===== config.mk =====
export PLATFORM = sky130hd
export DESIGN_NAME = range_match_counter
export DESIGN_NICKNAME = d
export VERILOG_FILES = /design/src/rtl/range_match_counter.sv
export SDC_FILE = /design/constraint.sdc
export NUM_CORES = 1
export LEC_CHECK = 0
export ABC_AREA = 1
export ABC_CLOCK_PERIOD_IN_PS = 1800
export CAP_MARGIN = 20
export CELL_PAD_IN_SITES_DETAIL_PLACEMENT = 1
export CELL_PAD_IN_SITES_GLOBAL_PLACEMENT = 2
export CORE_ASPECT_RATIO = 0.9
export CORE_UTILIZATION = 25
export CTS_BUF_LIST = sky130_fd_sc_hd__clkbuf_8
export CTS_CLUSTER_SIZE = 28
export DETAILED_ROUTE_END_ITERATION = 8
export HOLD_SLACK_MARGIN = 0.05
export PLACE_DENSITY_LB_ADDON = 0.1
export SYNTH_ARGS = -nofsm -noshare
export SYNTH_HDL_FRONTEND = slang
export SYNTH_SLANG_ARGS = --single-unit

===== constraint.sdc =====
create_clock -name clk -period 1.8 [get_ports clk]
set_input_delay 0.54 -clock clk [delete_from_list [all_inputs] [get_ports clk]]
set_output_delay 0.54 -clock clk [all_outputs]
set_load 0.005 [all_outputs]

===== src/rtl/range_match_counter.sv =====
// Single-lane range match scanner: walks the value memory, compares each value against
// the range memory in order, and counts values that land inside at least one range.
module range_match_counter #(
  parameter int unsigned DATA_WIDTH       = 49,
  parameter int unsigned RANGES_COUNT     = 190,
  parameter int unsigned VALUES_COUNT     = 1000,
  parameter int unsigned COUNTER_WIDTH    = 10,
  parameter int unsigned RANGE_ADDR_WIDTH = 8,
  parameter int unsigned VALUE_ADDR_WIDTH = 10
) (
  input  logic                        clk,
  input  logic                        rst_n,
  input  logic                        start,
  output logic [RANGE_ADDR_WIDTH-1:0] range_addr,
  input  logic [DATA_WIDTH-1:0]       range_lo,
  input  logic [DATA_WIDTH-1:0]       range_hi,
  output logic [VALUE_ADDR_WIDTH-1:0] value_addr,
  input  logic [DATA_WIDTH-1:0]       value_data,
  output logic                        busy,
  output logic                        done,
  output logic [COUNTER_WIDTH-1:0]    count
);

  localparam logic [RANGE_ADDR_WIDTH-1:0] LAST_RANGE = RANGE_ADDR_WIDTH'(RANGES_COUNT - 1);
  localparam logic [VALUE_ADDR_WIDTH-1:0] LAST_VALUE = VALUE_ADDR_WIDTH'(VALUES_COUNT - 1);

  typedef enum logic [2:0] {
    S_IDLE,
    S_LOAD_VAL,
    S_LATCH_VAL,
    S_SCAN,
    S_NEXT,
    S_DONE
  } state_t;

  state_t                      state;
  logic [VALUE_ADDR_WIDTH-1:0] vidx;
  logic [RANGE_ADDR_WIDTH-1:0] cmp_idx;
  logic [DATA_WIDTH-1:0]       v_reg;

  logic                        hit_c;
  logic [RANGE_ADDR_WIDTH-1:0] range_addr_inc_c;
  logic [COUNTER_WIDTH-1:0]    count_inc_c;

  // Range data on the bus always belongs to cmp_idx; range_addr runs one index ahead.
  assign hit_c            = (range_lo <= v_reg) && (v_reg <= range_hi);
  assign range_addr_inc_c = (range_addr == LAST_RANGE) ? LAST_RANGE
                                                       : range_addr + RANGE_ADDR_WIDTH'(1);
  assign count_inc_c      = (&count) ? count : count + COUNTER_WIDTH'(1);

  // Addresses are loaded on the edge entering a state so they are presented during it.
  always_ff @(posedge clk or negedge rst_n) begin
    if (!rst_n) begin
      state      <= S_IDLE;
      vidx       <= '0;
      cmp_idx    <= '0;
      v_reg      <= '0;
      range_addr <= '0;
      value_addr <= '0;
      busy       <= 1'b0;
      done       <= 1'b0;
      count      <= '0;
    end else begin
      done <= 1'b0;
      case (state)
        S_IDLE: begin
          if (start) begin
            count      <= '0;
            vidx       <= '0;
            value_addr <= '0;
            range_addr <= '0;
            busy       <= 1'b1;
            state      <= S_LOAD_VAL;
          end
        end
        S_LOAD_VAL: begin
          range_addr <= '0;
          state      <= S_LATCH_VAL;
        end
        S_LATCH_VAL: begin
          v_reg      <= value_data;
          cmp_idx    <= '0;
          range_addr <= range_addr_inc_c;
          state      <= S_SCAN;
        end
        S_SCAN: begin
          if (hit_c) begin
            count <= count_inc_c;
            state <= S_NEXT;
          end else if (cmp_idx == LAST_RANGE) begin
            state <= S_NEXT;
          end else begin
            cmp_idx    <= cmp_idx + RANGE_ADDR_WIDTH'(1);
            range_addr <= range_addr_inc_c;
          end
        end
        S_NEXT: begin
          if (vidx == LAST_VALUE) begin
            busy  <= 1'b0;
            done  <= 1'b1;
            state <= S_DONE;
          end else begin
            vidx       <= vidx + VALUE_ADDR_WIDTH'(1);
            value_addr <= vidx + VALUE_ADDR_WIDTH'(1);
            state      <= S_LOAD_VAL;
          end
        end
        S_DONE: begin
          state <= S_IDLE;
        end
        default: begin
          state <= S_IDLE;
        end
      endcase
    end
  end

endmodule


### Yosys cells after proc, flatten, opt, wreduce, memory -nomap -nowiden

Cells that the tools add are included.

* output and inout bits: 30
* register bits after elaboration: 90

* reductions and logical operators: 13
* add/subtract/negate cells: 4
* multiplexer cells: 24
* eq/ne operators: 15
* $lt $le $gt $ge: 2

Operator list (number)
* less-or-equal comparator 49 bit: 2
* 2-to-1 mux 8 bit: 6
* 2-to-1 mux 10 bit: 4
* one-hot mux 10 bit (2 select lines): 2
* one-hot mux 8 bit (4 select lines): 1
* adder 10 x 1 -> 10 bit, second input constant: 2
* adder 8 x 1 -> 8 bit, second input constant: 2
* == test 8 bit, second input constant: 2
* one-hot mux 8 bit (2 select lines): 1
* one-hot mux 3 bit (5 select lines): 1
* != test 2 bit, second input constant: 7
* 2-to-1 mux 3 bit: 4
* == test 10 bit, second input constant: 1
* AND reduction 10 bit: 1
* AND reduction 3 bit: 3
* AND reduction 4 bit: 2
* == test 3 x 2 -> 1 bit, second input constant: 2
* nonzero test 2 bit: 3
* 2-to-1 mux 1 bit: 4
* nonzero test 4 bit: 1
* == test 3 x 1 -> 1 bit, second input constant: 1
* == test 3 bit, second input constant: 1
* zero test 3 bit: 1
* != test 3 bit, second input constant: 1
* 3 further kinds: 3

### Longest topological paths before layout

Gate-level depths: netlist of the first run.

* depth after elaboration: 5
* gate-level depth with buffers: 18
* depth with buffers taken out: 18

### Least setup slack after synthesis of the first run

Ideal clock, no wire load.

* path type: input port to flip-flop
* start point: input range_hi[46]
* end point: register count[5]
* data required time: 1.683 ns
* path slack: -0.222 ns
* stages: 14
* arrival time: 1.905 ns
* path through: inv_1 -> ha_1 -> nand2_1 -> nor3_1 -> nand2_1 -> nor2_1 -> nand2_1 -> nand3_1 -> nand2_1 -> nand2_2 -> nand2_2 -> buf_6 -> nand3_1 -> nand2_1

* longest elaborated chain between the ends: 4

Ends and longest elaborated chain
* start, declared: RTL line 16 `input logic [DATA_WIDTH-1:0] range_hi,`
* less-or-equal comparator 49 bit: RTL line 46 `assign hit_c = (range_lo <= v_reg) && (v_reg <= range_hi);`
* logical AND 1 bit: RTL line 46
* != test 2 bit (no source line)
* AND reduction 4 bit (no source line)
* end signal, assigned: RTL line 88 `count <= count_inc_c;`
* end, declared: RTL line 21 `output logic [COUNTER_WIDTH-1:0] count`

Every way passes these cells.
A chain may end at the register's enable or synchronous reset.

### Worst setup path in the final report of the first run

* start point: input range_hi[48]
* end point: register count[3]

The elaborated chain is that of the path after synthesis.

==> run summary, run 1 <==
Max FFs per register -> 49
Async SR Flop Fraction -> 100.0%
Clk pwr share -> 12.1%
Min cycle time layout -> 2.274 ns
EDFF count, synth -> 0
Vias post-DR -> 6,821
DRT Pass-1 Iters -> 4
Total grt overflow -> 0
Starting density of the core -> 25.70%
Hold Slack -> 0.1253 ns
Post-synthesis cell count -> 924
Crit Reg-Reg Endpoint -> count[3]
Final hold vios -> 0
Setup-failing EPs final -> 29
Synth Area in Adders -> 19.22%
Crit Path Max Fanout -> 6
Comb power frac -> 63.9%
Slew @ Worst Pin -> 0.4676 ns
Simple-gate share of the synthesized area -> 25.41%
PwrDens -> 1193 mW/mm²
Post-Route WL -> 22.43 mm
Max Slew Vio Count -> 0
Core ar. -> 0.02635 mm²
Row Count -> 56
Commonest non-fill, non-tap cell in the layout -> nand2_1
GP Congestion -> 0.7449
Root Buffer Master -> clkbuf_8
Compound-Gate Fraction of Synth Area -> 10.50%
CP required -> 2.09 ns
Slowest cell delay on critical path -> 0.46 ns
Area occupied by multi-input gates -> 0.004616 mm²
Antenna violations before repair -> 1
Syn_area_per_cell -> 7.328 µm²
Sw Pwr -> 5862 µW
First-pass GRT wire length -> 37.09 mm
Sequential cell area -> 0.002260 mm²
Sw frac -> 44.85%
Area growth syn-to-layout -> 61.81%
Failing checks -> setup timing
Antenna violation net count after detailed routing -> 0
H-Tree Depth -> 3
Starting DRT DRC Count -> 206
Detail Placement HPWL -> 17.41 mm
Tcrit/Tclk final -> 126.3%
Pin count of the biggest net entering global routing -> 99
Synth unique cells -> 33
Cell-internal power -> 7208 µW
Syn nets -> 1,178
Flop-to-flop setup slack -> -0.44 ns
Max clock buf depth -> 2
Routed len/inst -> 14.17 µm
Dominant synthesized flop cell -> dfrtp_1
DIE AREA -> 0.02775 mm²
VDD IR max -> 0.6608 mV
P_leak -> 0.005558 µW
Status -> finished, violations left
Warnings, synthesis -> 0
Die H -> 158.1 µm
Final Skew -> 0.01930 ns
Setup crit end kind -> flip-flop
Most frequent cells in the layout -> nand2_1 (163), inv_1 (132), buf_4 (113)
Via/cell ratio -> 4.309
Port Buffers -> 179
Post-layout util -> 41.59%
Post-synthesis mux area share -> 0%
Largest family of logic cells by synthesized area -> simple AND/OR/NAND/NOR gates
Worst path slowest cell -> clkdlybuf4s50_1
Path type of the worst setup path -> in -> reg
Clk Latency, worst-skew pair -> 0.39 ns
Die Width -> 175.5 µm
Crit path DAT -> 2.56 ns
Setup WS post-layout -> -0.4742 ns
Vias in the first global route -> 7,361
NumNets Final -> 1,483
RSZ-0062 raised after global routing -> yes
Synthesized-area fraction occupied by xor and xnor cells -> 1.293%
Fmax -> 439.7 MHz
Max cap viols -> 0
Number of synthesized register bits -> 90
Worst relative slew slack -> 68.83%
# fillers -> 3,169
Sequential share of power -> 24.0%
IO Count -> 180
Hold WC Path Type -> in -> async
Crit path cell chain -> clkdlybuf4s50_1 -> inv_1 -> ha_1 -> nand2_2 -> nor3_4 -> nand2_4 -> inv_1 -> nand2_1 -> nand3_1 -> nand2_2 -> nand2_4 -> nand2_8 -> buf_8 -> nand3_2 -> nand2_1
Num Clock Sinks -> 90
Fraction of layout cells with a size suffix above 1 -> 26.34%
Seq/Total Area, Yosys -> 33.26%
Worst r2r src -> v_reg[36]
CP Launch Type -> input pin
CTS buffer count -> 9
Cell Area, Synth -> 0.006771 mm²
GRT Util Overall -> 17.00%
DRC Markers -> 0
Reg clk slew, reported paths -> 0.12 ns
CTS tree -> done
R2R depth -> 17
power by group through the flow:
stage | Combinational [µW] | Sequential (µW) | Clock (µW)
4_1_cts | 8210 | 3140 | 1680
3_5_place_dp | 7480 | 3180 | 0
5_1_grt | 9530 | 3240 | 1720
3_3_place_gp | 7330 | 3160 | 0
6_report | 8350 | 3140 | 1580
2_1_floorplan | 4180 | 3160 | 0
kinds of logic (layout without fill, tap and decap cells):
logic type / after synthesis / count (layout)
flops: 90 / 90
buf+inv: 182 / 492
simple gates: 402 / 402
fa+ha+maj: 104 / 104
other cells: 0 / 1
xor+xnor: 10 / 10
compound gates: 136 / 136
critical path: cells and delay by family:
kind / cells / cell delay, ns
buf+inv: 4 / 0.73
simple gates: 10 / 1.00
fa+ha+maj: 1 / 0.30
layout make-up:
cell class	instances	share of cell area [%]
multi-input combinational	652	42.13
timing repair buffer	308	25.32
sequential	90	20.62
inverter	168	6.029
tap	348	3.974
clock buffer	9	1.131
clock inverter	7	0.7765
antenna	1	0.02284
how the worst max path moves through the flow:
stage	slack (ns)	from	end
4_1_cts	-0.47	v_reg[36]	count[3]
2_1_floorplan	-0.20	range_hi[43]	count[5]
6_report	-0.47	range_hi[48]	count[3]
3_3_place_gp	-1.15	range_hi[32]	range_addr[6]
3_5_place_dp	-1.23	range_hi[32]	range_addr[6]
5_1_grt	-0.59	range_lo[28]	count[1]
what timing repair did:
action                                  in CTS  in global routing
buffers inserted                            29                  1
hold buffers                                 0                  0
endpoints found under the setup margin      59                 35
pin swaps                                   69                 42
gates resized for setup                    154                 51
metal layers:
metal,part of all wire (%),global-route usage (%)
met5,0,0
met3,4.4,3.242
met2,46,28.34
met1,49,22.78
met4,0.71,3.520
metrics by stage:
step / power [µW] / area (µm²) / instances / setup TNS (ns) / worst slack (ns)
3_5_place_dp: 10660 / 10020 / 1538 / -34.30 / -1.235
4_1_cts: 13040 / 10730 / 1582 / -12.81 / -0.4733
6_report: 13070 / 10960 / 1583 / -12.40 / -0.4742
2_1_floorplan: 7347 / 7081 / 924 / -4.494 / -0.2049
3_3_place_gp: 10480 / 10020 / 1538 / -32.31 / -1.146
5_1_grt: 14490 / 10960 / 1583 / -16.06 / -0.5931
cell usage after synthesis (4+ instances only):
| master | number | area, µm² |
|---|---|---|
| xnor2_1 | 5 | 43.79 |
| buf_2 | 4 | 20.02 |
| nor3_1 | 13 | 65.06 |
| nand2_1 | 193 | 724.4 |
| a21o_1 | 5 | 37.54 |
| inv_2 | 10 | 37.54 |
| dfrtp_1 | 90 | 2252 |
| xor2_1 | 5 | 43.79 |
| nor2_1 | 107 | 401.6 |
| ha_1 | 104 | 1301 |
| clkbuf_1 | 8 | 30.03 |
| nand3_1 | 51 | 255.2 |
| o21a_1 | 4 | 30.03 |
| nor2_2 | 10 | 62.56 |
| inv_1 | 157 | 589.3 |
| o21ai_0 | 12 | 60.06 |
| o21ai_1 | 7 | 35.03 |
| a21oi_1 | 106 | 530.5 |
| nand4_1 | 13 | 81.33 |
| nand2_2 | 6 | 37.54 |
No activity file was read; power rests on OpenSTA's default activity.
==> run 2, diff against run 1 <==
HOLD_SLACK_MARGIN = 0.15   (was 0.05)
==> run 2 against run 1 <==
Net effect: the run still ends with setup timing left; design area hardly changed; sequential share of layout area is essentially flat; wire length is essentially flat; critical path depth unchanged; combinational power hardly changed; global-route usage hardly changed; via count up 0.31%; hold slack improved by 0.36 ns; worst setup slack improved by 0.0029 ns; flip-flop and latch count unchanged; clock power about the same; die area stayed put; critical path type unchanged; critical endpoint unchanged; highest routed layer unchanged.
==> run summary, run 2 (same netlist as run 1, synthesis figures left out) <==
Max cap viols -> 0
Core ar. -> 0.02635 mm²
CP required -> 2.09 ns
Via/cell ratio -> 4.319
Sw Pwr -> 5857 µW
Crit Reg-Reg Endpoint -> count[3]
Sw frac -> 44.82%
Sequential share of power -> 24.0%
Pin count of the biggest net entering global routing -> 99
Routed wl met3 -> 994 µm
Max FFs per register -> 49
Hold wc startpoint -> cmp_idx[7]
RSZ-0062 raised after global routing -> yes
Highest metal layer with signal wires -> met4
DRT Pass-1 Iters -> 4
Total grt overflow -> 0
Post-layout util -> 41.63%
Failing checks -> setup timing
Hold Crit Endpoint -> cmp_idx[7]
Commonest non-fill, non-tap cell in the layout -> nand2_1
VDD IR max -> 0.6601 mV
Setup crit end kind -> flip-flop
Root Buffer Master -> clkbuf_8
NumNets Final -> 1,484
Num Clock Sinks -> 90
DIE AREA -> 0.02775 mm²
Cell-internal power -> 7209 µW
IO Count -> 180
Most frequent cells in the layout -> nand2_1 (163), inv_1 (132), buf_4 (113)
Row Count -> 56
Final hold vios -> 0
CTS tree -> done
Path type of the worst setup path -> in -> reg
P_leak -> 0.005562 µW
Worst r2r src -> v_reg[36]
Max Slew Vio Count -> 0
# fillers -> 3,168
Die H -> 158.1 µm
Flop-to-flop setup slack -> -0.43 ns
Port Buffers -> 179
Area growth syn-to-layout -> 61.96%
Crit Path Max Fanout -> 6
Min cycle time layout -> 2.271 ns
Hold WC Path Type -> reg -> reg
H-Tree Depth -> 3
Setup_tns -> -12.38 ns
Post-Route WL -> 22.45 mm
GRT Util Overall -> 17.01%
DRC Markers -> 0
Tcrit/Tclk final -> 126.2%
Vias post-DR -> 6,842
Routed met1 length -> 11.02 mm
PwrDens -> 1191 mW/mm²
Routed len/inst -> 14.17 µm
Antenna violation net count after detailed routing -> 0
CP Launch Type -> input pin
Setup WS post-layout -> -0.4713 ns
Hold Slack -> 0.4880 ns
CTS buffer count -> 9
Slew @ Worst Pin -> 0.4669 ns
Starting density of the core -> 25.70%
Fmax -> 440.3 MHz
Crit path DAT -> 2.56 ns
Reg clk slew, reported paths -> 0.11 ns
Final Skew -> 0.01935 ns
Worst relative slew slack -> 68.87%
Detail Placement HPWL -> 17.41 mm
Vias in the first global route -> 7,368
First-pass GRT wire length -> 37.12 mm
Fraction of layout cells with a size suffix above 1 -> 26.32%
Max clock buf depth -> 2
Clk Latency, worst-skew pair -> 0.39 ns
WHS Path Cells -> 2
Die Width -> 175.5 µm
Setup-failing EPs final -> 29
Starting DRT DRC Count -> 224
Antenna violations before repair -> 1
GP Congestion -> 0.7449
Comb power frac -> 63.9%
Status -> finished, violations left
Metal2 WL -> 10.26 mm
R2R depth -> 17
Clk pwr share -> 12.1%
-- run 2: changes by cell type in the layout (fill, tap and decap cells not counted) --
cell           previous run  this run
dlygate4sd3_1             0         1
-- run 2: worst max path at each step --
stage	from	end	cells past startpoint
5_1_grt	range_lo[28]	count[1]	16
6_report	range_hi[48]	count[3]	15
2_1_floorplan	range_hi[43]	count[5]	14
3_5_place_dp	range_hi[32]	range_addr[6]	13
3_3_place_gp	range_hi[32]	range_addr[6]	13
4_1_cts	v_reg[36]	count[3]	17
-- run 2: timing repair --
item | 4_1_cts | 5_1_grt
hold buffers | 1 | 0
setup endpoints to repair | 59 | 35
pin swaps | 69 | 42
endpoints found under the hold margin | 6 | 0
setup buffers | 29 | 1
resized for setup | 154 | 51
-- run 2: metal layers --
| metal | track usage [%] | vias to the layer above |
|---|---|---|
| met5 | 0 | - |
| met4 | 3.520 | 0 |
| met3 | 3.242 | 11 |
| met2 | 28.38 | 127 |
| met1 | 22.78 | 3139 |
| li1 | - | 3565 |
-- run 2: cell type report --
| type | count | area (µm²) | area share, % |
|---|---|---|---|
| multi-input cells | 652 | 4616 | 42.09 |
| clock buffers | 9 | 123.9 | 1.129 |
| inverters | 168 | 660.6 | 6.024 |
| well taps | 348 | 435.4 | 3.970 |
| clock inverters | 7 | 85.08 | 0.7758 |
| flip-flops and latches | 90 | 2260 | 20.60 |
| diodes | 1 | 2.502 | 0.02282 |
| repair buffers | 309 | 2784 | 25.38 |
-- run 2: power groups by stage --
stage                     Sequential (µW)  Clock [µW]  Combinational, µW
final                                3140        1580               8340
after global routing                 3240        1720               9530
after CTS                            3140        1680               8210
after detailed placement             3180           0               7480
after global placement               3160           0               7330
after floorplan                      3160           0               4180
-- run 2: critical path, stage by stage --
cell and delay (ns):
clkdlybuf4s50_1 0.46, inv_1 0.04, ha_1 0.30, nand2_2 0.09, nor3_4 0.24, nand2_4 0.09
inv_1 0.08, nand2_1 0.05, nand3_1 0.09, nand2_2 0.10, nand2_4 0.15, nand2_8 0.09
buf_8 0.14, nand3_2 0.05, nand2_1 0.05
-- run 2: stage by stage --
stage	std cells	power (µW)	setup slack [ns]	area [µm²]
after floorplan	924	7347	-0.2049	7081
after global placement	1538	10480	-1.146	10020
after detailed placement	1538	10660	-1.235	10020
after CTS	1583	13040	-0.4733	10740
after global routing	1584	14490	-0.5931	10970
final	1584	13070	-0.4713	10970
==> run 3, diff against run 2 <==
CORE_MARGIN = 2   (was default)
==> run 3 against run 2 <==
Net effect: clock skew is 0.0032 ns lower; combinational power is 6.6% higher; global-route usage is 0.15 points lower; first-iteration DRC count is 29% lower; fmax is 1.7% lower; flip-flop and latch count stayed put; total power is 3.2% higher; the flow still finishes with violations (setup timing); count of clock-buffer cells in the layout is 2 higher; highest routed layer is now met5; wire length is 3.8% higher; worst setup slack worse by 0.038 ns.
==> run summary, run 3 (same netlist as run 1, synthesis figures left out) <==
Status -> finished, violations left
Failing checks -> setup timing
Fraction of layout cells with a size suffix above 1 -> 28.50%
Tcrit/Tclk final -> 128.3%
Max clock buf depth -> 2
Slowest cell delay on critical path -> 0.41 ns
Worst path slowest cell -> clkdlybuf4s50_1
Setup crit end kind -> flip-flop
Hold WC Path Type -> reg -> reg
Antenna violations before repair -> 3
Final hold vios -> 0
Antenna violation net count after detailed routing -> 0
VDD IR max -> 0.3666 mV
Reg clk slew, reported paths -> 0.09 ns
Routed len/inst -> 14.57 µm
Fmax -> 433.0 MHz
Crit path DAT -> 2.59 ns
CTS buffer count -> 9
DRC Markers -> 0
CP bufs+invs -> 4
First-pass GRT wire length -> 37.93 mm
GP Congestion -> 0.7514
Area growth syn-to-layout -> 65.10%
Starting DRT DRC Count -> 158
Setup WS post-layout -> -0.5096 ns
RSZ-0062 raised after global routing -> yes
Die H -> 160.1 µm
Max FFs per register -> 49
NumNets Final -> 1,491
Crit path cell chain -> clkdlybuf4s50_1 -> ha_1 -> nand2_2 -> nor2_4 -> inv_1 -> a21oi_1 -> nor2_1 -> nand3_1 -> nand2_1 -> nand3_1 -> nand2_2 -> nand3_4 -> buf_12 -> buf_4 -> nand3_2 -> nand2_1
Num Clock Sinks -> 90
Pin count of the biggest net entering global routing -> 99
Detail Placement HPWL -> 17.99 mm
Commonest non-fill, non-tap cell in the layout -> nand2_1
DIE AREA -> 0.02842 mm²
Crit Path Max Fanout -> 5
H-Tree Depth -> 3
CP required -> 2.08 ns
Setup-failing EPs final -> 29
Vias post-DR -> 6,891
Max Slew Vio Count -> 0
Via/cell ratio -> 4.307
Post-Route WL -> 23.31 mm
Core ar. -> 0.02682 mm²
Min cycle time layout -> 2.310 ns
Total power -> 13,480 µW
Placed cell count -> 1,540
Root Buffer Master -> clkbuf_8
Setup Slack @ Placement -> -1.257 ns
Top delay family on crit path -> simple AND/OR/NAND/NOR gates
Vias in the first global route -> 7,480
Row Count -> 57
Port Buffers -> 179
Setup_tns -> -12.81 ns
P_leak -> 0.005619 µW
Most frequent cells in the layout -> nand2_1 (159), inv_1 (128), buf_4 (123)
CP Launch Type -> input pin
GRT Util Overall -> 16.86%
Max cap viols -> 0
Path type of the worst setup path -> in -> reg
Hold Slack -> 0.5195 ns
Total grt overflow -> 0
IO Count -> 180
Clk Latency, worst-skew pair -> 0.39 ns
Final Non-Filler Cells -> 1,600
Final Skew -> 0.01610 ns
Worst relative slew slack -> 70.21%
DRT Pass-1 Iters -> 4
CTS tree -> done
Slew @ Worst Pin -> 0.4468 ns
Starting density of the core -> 25.25%
PwrDens -> 1206 mW/mm²
Die Width -> 177.5 µm
[run 3: cell count changes in the layout (fill, tap and decap cells not counted), sizes merged, moves of 2 or more]
cell           delta
clkdlybuf4s50    -19
dlygate4sd2      +19
buf               +5
clkbuf            +4
clkinv            +3
diode             +3
clkinvlp          -2
dlymetal6s2s      -2
inv               -2
nand2             +2
[run 3: final timing paths]
kind / start / end / slack (ns) / cells past startpoint
min in group asynchronous: rst_n / count[4] / 0.57 / 2
hold reg to reg: cmp_idx[7] / cmp_idx[7] / 0.52 / 2
max in group asynchronous: rst_n / v_reg[22] / 0.68 / 3
setup / recovery: range_lo[15] / cmp_idx[0] / -0.51 / 16
hold / removal: cmp_idx[7] / cmp_idx[7] / 0.52 / 2
setup reg to reg: v_reg[32] / cmp_idx[0] / -0.47 / 13
[run 3: layout make-up]
type	instances	area, µm²
diodes	4	10.01
clock buffers	11	151.4
clock inverters	5	36.28
fillers	3306	15640
inverters	168	660.6
multi-input cells	654	4828
flip-flops and latches	90	2258
well taps	354	442.9
repair buffers	314	2791
[run 3: metrics by stage]
| stage | cell area [µm²] | util [%] |
|---|---|---|
| floorplan | 7081 | - |
| global placement | 10030 | 37.39 |
| detailed placement | 10030 | 37.39 |
| CTS | 10980 | 40.94 |
| global route | 11170 | 41.66 |
| finish | 11180 | 41.69 |
[run 3: layer usage]
| metal | global-route usage (%) | share of wire [%] | vias to the layer above |
|---|---|---|---|
| met2 | 26.81 | 43 | 116 |
| met1 | 23.72 | 51 | 3173 |
| met3 | 3.452 | 4.9 | 12 |
| met4 | 3.018 | 0.75 | 2 |
| met5 | 0 | 0.047 | - |
| li1 | - | - | 3588 |
[run 3: repair_timing]
item                                    4_1_cts  5_1_grt
endpoints found under the hold margin        15        0
resized for setup                           212       29
gates cloned                                  2        1
setup buffers                                31        5
hold buffers                                  1        0
endpoints found under the setup margin       60       37
pin swaps                                   103       19
[run 3: power by group]
group          switching, µW  internal (µW)  leakage [µW]
clock network            842            585     0.0000997
logic                   4730           4150       0.00443
registers                459           2710       0.00109
total                   6030           7450       0.00562
[run 3: worst min-delay path, stage by stage, from the launching register on]
cell and delay (ns):
dfrtp_1 0.36, nand2_1 0.06, nand2_1 0.06
